--- config.mk ---
export PLATFORM = sky130hd
export DESIGN_NAME = bin2bcd_engine_flat
export DESIGN_NICKNAME = d
export VERILOG_FILES = /design/src/rtl/bin2bcd_engine_if.sv /design/src/rtl/bin2bcd_engine.sv /design/src/flat_wrapper.sv
export SDC_FILE = /design/constraint.sdc
export NUM_CORES = 1
export LEC_CHECK = 0
export ABC_AREA = 1
export CORE_ASPECT_RATIO = 0.75
export CORE_MARGIN = 1
export CORE_UTILIZATION = 33
export CTS_BUF_LIST = sky130_fd_sc_hd__clkbuf_2
export DETAILED_ROUTE_END_ITERATION = 8
export HOLD_SLACK_MARGIN = 0.03
export SLEW_MARGIN = 25
export SYNTH_ARGS = -nofsm -noshare
export SYNTH_HDL_FRONTEND = slang
export SYNTH_SLANG_ARGS = --single-unit
--- constraint.sdc ---
create_clock -name clk -period 2.2 [get_ports clk]
set_input_delay 0.55 -clock clk [delete_from_list [all_inputs] [get_ports clk]]
set_output_delay 0.55 -clock clk [all_outputs]
set_load 0.05 [all_outputs]
--- src/rtl/bin2bcd_engine_if.sv ---
// Handshake bundle between the converter controller (master) and the
// bin2bcd_engine (slave): start request, operand, busy/done status, BCD result.
interface bin2bcd_engine_if #(
  parameter int WIDTH  = 8,
  parameter int DIGITS = 3
);
  logic                  start;
  logic [WIDTH-1:0]      bin_in;
  logic                  busy;
  logic                  done;
  logic [4*DIGITS-1:0]   bcd_out;

  modport master (
    output start,
    output bin_in,
    input  busy,
    input  done,
    input  bcd_out
  );

  modport slave (
    input  start,
    input  bin_in,
    output busy,
    output done,
    output bcd_out
  );
endinterface

--- src/rtl/bin2bcd_engine.sv ---
// Sequential binary-to-BCD converter using shift-and-add-3 (double dabble),
// one operand bit per clock. Consumes the controller's start pulse and
// reports busy/done; bcd_out only changes on completion or reset.
//
// Optional build macro BIN2BCD_LZ_SKIP_EN: skip the operand's leading zeros
// so small values finish early (zero completes in a single cycle). Results
// are identical with and without the macro.
module bin2bcd_engine #(
  parameter int WIDTH  = 8,
  parameter int DIGITS = 3
) (
  input  logic              clk,
  input  logic              rst_n,
  bin2bcd_engine_if.slave   bus
);

  localparam int CNT_W = $clog2(WIDTH + 1);
  localparam int BCD_W = 4 * DIGITS;

  localparam logic [1:0] ST_IDLE  = 2'd0;
  localparam logic [1:0] ST_SHIFT = 2'd1;
  localparam logic [1:0] ST_DONE  = 2'd2;

  // The largest operand must fit in the requested number of decimal digits.
  if ((64'd10 ** DIGITS) <= ((64'd1 << WIDTH) - 64'd1)) begin : g_digits_too_small
    $error("bin2bcd_engine: DIGITS too small for WIDTH");
  end

  logic [1:0]       state;
  logic [WIDTH-1:0] shift_reg;
  logic [BCD_W-1:0] scratch;
  logic [BCD_W-1:0] scratch_nxt;
  logic [BCD_W-1:0] bcd_q;
  logic [CNT_W-1:0] cnt;
  logic [3:0]       dig;
  logic             carry;

  // One dabble step: add 3 to every digit >= 5, then shift left pulling in
  // the operand MSB; each digit's old bit 3 carries into the next digit.
  always_comb begin
    // NOTE: every variable gets a default before any conditional update so
    // no path leaves it unassigned (which would infer a latch).
    scratch_nxt = '0;
    dig         = '0;
    carry       = shift_reg[WIDTH-1];
    for (int d = 0; d < DIGITS; d++) begin
      dig = scratch[4*d +: 4];
      if (dig >= 4'd5) dig = dig + 4'd3;
      scratch_nxt[4*d +: 4] = {dig[2:0], carry};
      carry = dig[3];
    end
  end

`ifdef BIN2BCD_LZ_SKIP_EN
  logic [CNT_W-1:0] lz;

  // Leading-zero count of the incoming operand (WIDTH when it is zero).
  always_comb begin
    lz = CNT_W'(WIDTH);
    for (int i = 0; i < WIDTH; i++) begin
      if (bus.bin_in[i]) lz = CNT_W'(WIDTH - 1 - i);
    end
  end
`endif

  // Control FSM and datapath registers.
  // NOTE: sequential state uses non-blocking assignments so every register
  // samples pre-edge values, regardless of statement order.
  always_ff @(posedge clk or negedge rst_n) begin
    if (!rst_n) begin
      state     <= ST_IDLE;
      shift_reg <= '0;
      scratch   <= '0;
      cnt       <= '0;
      bcd_q     <= '0;
    end else begin
      case (state)
        ST_IDLE: begin
          if (bus.start) begin
            scratch <= '0;
`ifdef BIN2BCD_LZ_SKIP_EN
            if (bus.bin_in == '0) begin
              shift_reg <= '0;
              cnt       <= '0;
              bcd_q     <= '0;
              state     <= ST_DONE;
            end else begin
              shift_reg <= bus.bin_in << lz;
              cnt       <= CNT_W'(WIDTH) - lz;
              state     <= ST_SHIFT;
            end
`else
            shift_reg <= bus.bin_in;
            cnt       <= CNT_W'(WIDTH);
            state     <= ST_SHIFT;
`endif
          end
        end
        ST_SHIFT: begin
          scratch   <= scratch_nxt;
          shift_reg <= shift_reg << 1;
          cnt       <= cnt - CNT_W'(1);
          if (cnt == CNT_W'(1)) begin
            bcd_q <= scratch_nxt;
            state <= ST_DONE;
          end
        end
        ST_DONE: state <= ST_IDLE;
        default: state <= ST_IDLE;
      endcase
    end
  end

  // Status is a pure decode of the registered state.
  assign bus.busy    = (state != ST_IDLE);
  assign bus.done    = (state == ST_DONE);
  assign bus.bcd_out = bcd_q;

endmodule

--- src/flat_wrapper.sv ---
// flat-port wrapper written by rule: the top's interface ports become plain ports
module bin2bcd_engine_flat 
#(
  parameter int WIDTH  = 8,
  parameter int DIGITS = 3
)
  (clk, rst_n, bus_start, bus_bin_in, bus_busy, bus_done, bus_bcd_out);
  bin2bcd_engine_if #(.WIDTH(WIDTH), .DIGITS(DIGITS)) bus_i ();
  input  logic clk;
  input  logic rst_n;
  input wire logic [$bits(bus_i.start)-1:0] bus_start;
  input wire logic [$bits(bus_i.bin_in)-1:0] bus_bin_in;
  output wire logic [$bits(bus_i.busy)-1:0] bus_busy;
  output wire logic [$bits(bus_i.done)-1:0] bus_done;
  output wire logic [$bits(bus_i.bcd_out)-1:0] bus_bcd_out;
  assign bus_i.start = bus_start;
  assign bus_i.bin_in = bus_bin_in;
  assign bus_busy = bus_i.busy;
  assign bus_done = bus_i.done;
  assign bus_bcd_out = bus_i.bcd_out;
  bin2bcd_engine #(.WIDTH(WIDTH), .DIGITS(DIGITS)) u_core (.clk(clk), .rst_n(rst_n), .bus(bus_i));
endmodule
Word-level counts from Yosys, hierarchy flattened --
Cells that the tools add are included.
Word-level totals: bits in registers 38, bits of input ports 11, output and inout port bits 14, word-level logic and storage cells 35
Operators by class: add/sub/neg operators 4, magnitude comparators 3, equal/unequal tests 5, mux-type cells 12, reductions and logical operators 6
Operator list (count):
- $pmux W12 S2 | 1
- $pmux W8 S2 | 1
- $ge A4 B3 Y1 const B | 3
- $mux W12 | 1
- $mux W4 | 3
- $add A4 B2 Y4 const B | 2
- $mux W8 | 1
- $pmux W4 S2 | 1
- $reduce_and A2 Y1 | 3
- $eq A4 B1 Y1 const B | 1
- $mux W2 | 2
- $pmux W2 S2 | 1
- $reduce_bool A2 Y1 | 2
- $sub A4 B1 Y4 const B | 1
- $add A3 B2 Y3 const B | 1
- $mux W3 | 1
- $eq A2 B1 Y1 const B | 1
- $eq A2 B2 Y1 const B | 1
- $logic_not A2 Y1 | 1
- $ne A2 B1 Y1 const B | 1
- $ne A2 B2 Y1 const B | 1

Logic depth before layout (Yosys ltp) --
Gate-level depths: netlist of the first run.
word-level depth 3, depth in mapped cells 8

Least setup slack after synthesis of the first run --
No wires, ideal clock.
path kind reg2out, start point register u_core.state[0], end point output bus_done, arrival 1.085 ns, setup slack 0.565 ns, stages on the path, launching flop included 2, path buffers 0, cells stage by stage dfrtp_1 nor2_1
Between the ends: cells in the longest elaborated chain, start to end 1
RTL lines:
- from (decl) | line bin2bcd_engine.sv:29 | logic [1:0] state;
- from (signal assigned) | line bin2bcd_engine.sv:71 | state <= ST_IDLE;
- from (signal assigned) | line bin2bcd_engine.sv:95 | state <= ST_SHIFT;
- from (signal assigned) | line bin2bcd_engine.sv:105 | state <= ST_DONE;
- $eq A2 B2 Y1 | line bin2bcd_engine.sv:116 | assign bus.done = (state == ST_DONE);
- to (decl) | line flat_wrapper.sv:14 | output wire logic [$bits(bus_i.done)-1:0] bus_done;
No other way between the ends.

Final worst setup path of the first run --
start point register u_core.bcd_q[8] (netlist: u_core.bus.bcd_out[8]), end point output bus_bcd_out[8]
RTL lines:
- from (decl) | line bin2bcd_engine.sv:33 | logic [BCD_W-1:0] bcd_q;
- from (signal assigned) | line bin2bcd_engine.sv:104 | bcd_q <= scratch_nxt;
- to (decl) | line flat_wrapper.sv:15 | output wire logic [$bits(bus_i.bcd_out)-1:0] bus_bcd_out;
No word-level cell between the ends.

==> results of run 1 <==
-- per-layer routing --
layer	vias to the layer above	global-route usage	part of all wire
li1	789	-	-
met1	730	0.2094	0.51
met2	21	0.2271	0.44
met3	8	0.04034	0.034
met4	0	0.06944	0.017
met5	-	0	0
-- cells in the mapped netlist (all sizes together) --
| library cell | n | area, um2 |
|---|---|---|
| o21ai | 24 | 123.9 |
| dfrtp | 38 | 950.9 |
| buf | 5 | 52.55 |
| nor2 | 10 | 45.04 |
| o22ai | 4 | 25.02 |
| inv | 24 | 92.59 |
| nor3 | 1 | 5.000 |
| xnor2 | 1 | 8.760 |
| ha | 8 | 100.1 |
| nand2 | 74 | 292.8 |
| nand4 | 6 | 37.54 |
| nand3 | 27 | 140.1 |
| o21bai | 2 | 15.01 |
-- final cells by class --
type	instances	area share
Multi-Input combinational cell	157	0.3562
Sequential cell	38	0.4270
Tap cell	75	0.04213
Inverter	24	0.04157
Clock inverter	2	0.003933
Clock buffer	6	0.01348
Timing Repair Buffer	25	0.1157
-- logic make-up after synthesis --
logic type      Yosys count  synth area share
flops                    38            0.5033
xor+xnor                  1          0.004637
compound gates           30           0.08675
buf+inv                  29           0.07682
simple gates            118            0.2755
fa+ha+maj                 8           0.05298
-- per-stage QoR --
stage            util  instance area (um2)  setup slack (ps)
6_report       0.4095                 2227             67.22
5_1_grt        0.4095                 2227            0.9429
4_1_cts        0.4058                 2207             22.16
3_5_place_dp   0.3987                 2168             391.4
3_3_place_gp   0.3987                 2168             444.8
2_1_floorplan       -                 1889             564.5
-- final timing paths --
kind                                            start               endpoint  slack, ps  cells after the start
worst max-delay path            u_core.bus.bcd_out[8]         bus_bcd_out[8]         70                      1
worst min-delay path                            rst_n  u_core.bus.bcd_out[3]        150                      2
worst max register to register          u_core.cnt[1]  u_core.bus.bcd_out[7]        630                      7
worst min register to register    u_core.shift_reg[0]    u_core.shift_reg[0]        490                      2
max in group asynchronous                       rst_n  u_core.bus.bcd_out[5]       1690                      2
min in group clk                  u_core.shift_reg[0]    u_core.shift_reg[0]        490                      2
-- power breakdown --
part / switching, W / leakage [nW] / internal (W)
combinational: 0.00126 / 0.697 / 0.000617
sequential: 0.000206 / 0.477 / 0.00102
clock: 0.000245 / 0.0304 / 0.0000782
==> results.md, run 1 <==
* Clock sinks at 38
* Post-DP HPWL at 2.655 mm
* Antenna-violating nets left at 0
* Final hold violations at 0
* RSZ-0062 raised after global routing: no
* First-pass GRT wire length at 6.796 mm
* Number of buffers and inverters on the critical path at 1
* Clk_lat worst skew at 400 ps
* Via/cell ratio at 4.734
* Tot GR Track Use at 0.1530
* Status: completed
* Layout area overhead at 17.88%
* Final period utilization at 0.9694
* H-tree depth at 2
* Post-CTS setup repair buffer count at 0
* Antenna violations before repair at 0
* Routed wire length per instance at between 10 and 15 um
* Routed WL at about 3.9 mm
* CP top delay family: buffers and inverters
* Drc violations at 0
* Sequential share of the synthesized area at 0.5033
* # diodes at 0
* Initial Utilization at 0.3474
* Worst Skew at between 15 and 20 ps
* Total power at 0.003422 W
* TritonCTS clock tree: done
* I/O pins at 25
* Filler cells at 544
* Vias in the first global route at 1488
* Die Wd at roughly 89 um
* Vias at 1548
* Worst rel slew slack at 0.6654
* WS Path Type: flop to output port
* Most frequent cells in the layout: 72 x nand2_1, 38 x dfrtp_1, 26 x nand3_1
* Final setup viols at 0
* Max Slew Vio Count at 0
* Mapped Nets at between 200 and 250
* Max Cap Viol at 0
* GRT overflow at 0
* DR pass1 iterations at 4
* CTS max path bufs at 2
* CP max stage delay at approximately 800 ps
* Core area at 5439 um2
* Crit-path slowest cell: clkdlybuf4s50_1
* Fraction of layout cells with a size suffix above 1 at 0.07937
* Fin crit period at 2133 ps
* Area occupied by registers at between 900 and 1000 um2
* Actual slew at the worst max-slew pin at between 500 and 600 ps
* WP data required at between 1500 and 2000 ps
* Hold crit path type: input pin to asynchronous set/reset pin
* Hold WS at 152.3 ps
* Clock transition at path regs at between 200 and 250 ps
* Pin count of the biggest net entering global routing at 39
* Syn avg cell area at ~8.4 um2
* Max VDD drop at approximately 0.00055 V
* CP Max Fanout at 2
* WP data arrival at 1580 ps
* Setup TNS at 0 ps
* Commonest non-fill, non-tap cell in the layout: nand2_1
* Multi-input gate area at 793.3 um2
* Post-CTS Resized at 0
* Die ar. at 6035 um2
* Placed insts at 319
* Fin nets at between 200 and 300
* Ys Warns at 0
* Fin cells at approximately 330
* Iter 0 DRT Violations at 95
* Cell Area, Synth at ~1900 um2
* Placer Congestion at between 0.7 and 0.8
* Leakage at 1.203 nW
* Yosys cell types at 21
* Power per cell area at 1536 nW/um2
* Kind of end point of the critical path: output port
* Achievable Freq at 468.9 MHz
* Critical Path Start Type: flop
* Cell Rows at 23
* Crit-path cells: clkdlybuf4s50_1
* Num CTS Buffers at 5
* Synthesized instance count at 224
* Synth Register Bits at 38
* Root buffer cell: clkbuf_2
* CTS Hold Bufs at 0
* DIE HEIGHT at 67.53 um
* Port Buffers at 24
(Power assumes the default switching activity.)
==> run 2: changes to the inputs <==
--- a/config.mk
+++ b/config.mk
@@ -6,7 +6,7 @@
 export NUM_CORES = 1
 export LEC_CHECK = 0
 export ABC_AREA = 1
-export CORE_ASPECT_RATIO = 0.75
+export CORE_ASPECT_RATIO = 0.6
 export CORE_MARGIN = 1
 export CORE_UTILIZATION = 33
 export CTS_BUF_LIST = sky130_fd_sc_hd__clkbuf_2
==> results.md, run 2 (synthesis gave the netlist of run 1 again) <==
* Achievable Freq at 470.1 MHz
* Vias at 1518
* Critical Path Start Type: flop
* Worst Skew at 13.69 ps
* Actual slew at the worst max-slew pin at 501.4 ps
* CP top delay family: buffers and inverters
* PnR worst setup slack at about 73 ps
* CTS Hold Bufs at 0
* Crit path to: bus_bcd_out[8]
* Final hold violations at 0
* Tot GR Track Use at 0.1488
* First-pass GRT wire length at just under 7 mm
* Crit Reg-Reg Endpoint: u_core.bus.bcd_out[3]
* DR pass1 iterations at 4
* Number of buffers and inverters on the critical path at 1
* Clk_lat worst skew at roughly 400 ps
* Commonest non-fill, non-tap cell in the layout: nand2_1
* Via/cell ratio at 4.614
* DIE HEIGHT at 60.61 um
* Reg2reg setup slack at 620 ps
* H-tree depth at 2
* Crit path launch: u_core.bus.bcd_out[8]
* WP data required at between 1500 and 2000 ps
* Clock sinks at 38
* Place WS at 390.9 ps
* Num CTS Buffers at 5
* Kind of end point of the critical path: output port
* Crit-path slowest cell: clkdlybuf4s50_1
* Placer Congestion at 0.7897
* Final setup viols at 0
* Max Slew Vio Count at 0
* Port Buffers at 24
* I/O pins at 25
* Clock transition at path regs at 220 ps
* RSZ-0062 raised after global routing: no
* Critical path depth at 1
* Hold crit path type: input pin to asynchronous set/reset pin
* Worst rel slew slack at 0.6652
* Post-DP HPWL at between 2 and 3 mm
* Antenna-violating nets left at 0
* Routed wire length per instance at 11.90 um
* Crit-path cells: clkdlybuf4s50_1
* Root buffer cell: clkbuf_2
* Fin nets at 270
* Hold WS at 157.9 ps
* Leakage at 1.250 nW
* WP data arrival at 1580 ps
* Max Cap Viol at 0
* Setup TNS at 0 ps
* Die Wd at 99.69 um
* Finished Cell Area at 2268 um2
* Cell Rows at 20
* Vias in the first global route at 1429
* Fraction of layout cells with a size suffix above 1 at 0.08333
* Worst R2R Path Depth at 7
* Post-CTS Resized at 0
* Power per cell area at between 1500 and 2000 nW/um2
* Routed WL at 3.914 mm
* Final period utilization at 0.9669
* Initial Utilization at 0.3578
* Reg2reg start: u_core.cnt[1]
* CTS max path bufs at 2
* CP Max Fanout at 2
* Core area at 5280 um2
* Most frequent cells in the layout: 72 x nand2_1, 38 x dfrtp_1, 26 x nand3_1
* Antenna violations before repair at 0
* Post-CTS setup repair buffer count at 0
* # diodes at 0
* Layout area overhead at 20.07%
* Status: completed
* GRT overflow at 0
* Pin count of the biggest net entering global routing at 39
* WS Path Type: flop to output port
* Drc violations at 0
* TritonCTS clock tree: done
* CP max stage delay at ~800 ps
* Cell Area, Placed at 2171 um2
* Iter 0 DRT Violations at 59
* Fin crit period at 2127 ps
* Max VDD drop at between 0.0005 and 0.0006 V
* Die ar. at 6042 um2
* Filler cells at roughly 540
==> run 2: metrics by stage <==
stage	utilization	power, W	instances
3_3_place_gp	0.4111	0.003133	321
2_1_floorplan	-	0.002659	224
4_1_cts	0.4244	0.003599	329
5_1_grt	0.4296	0.003872	329
6_report	0.4296	0.003547	329
3_5_place_dp	0.4111	0.003144	321
==> run 2: power by group <==
group,switching (W),total (W),internal [W]
Sequential,0.000215,0.00123,0.00102
Combinational,0.00126,0.00187,0.000613
Clock,0.000255,0.000445,0.000191
Total,0.00173,0.00355,0.00182
==> run 2: per-layer routing <==
layer  wire length, um  part of all wire  track usage  vias up
met5                 0                 0            0        -
met4                31            0.0079      0.03782        0
met3               108             0.028      0.04147        5
met2              1532              0.39       0.2197       20
met1              2242              0.57       0.2162      707
li1                  -                 -            -      786
==> run 2: worst min path at each step <==
stage	startpoint	end	slack, ps	depth (start not counted)
6_report	rst_n	u_core.bus.bcd_out[0]	160	2
5_1_grt	rst_n	u_core.scratch[4]	170	2
4_1_cts	rst_n	u_core.scratch[4]	160	2
3_5_place_dp	u_core.shift_reg[0]	u_core.shift_reg[0]	460	2
3_3_place_gp	u_core.shift_reg[0]	u_core.shift_reg[0]	460	2
2_1_floorplan	rst_n	u_core.bus.bcd_out[0]	250	0
==> run 2: final cells by class <==
cell class                 count  area [um2]  area share
sequential                    38       950.9      0.4192
multi-input combinational    157       793.3      0.3497
timing repair buffer          25       265.3      0.1169
tap                           77       96.34     0.04247
inverter                      24       92.59     0.04082
clock inverter                 3       45.04     0.01986
clock buffer                   5       25.02     0.01103
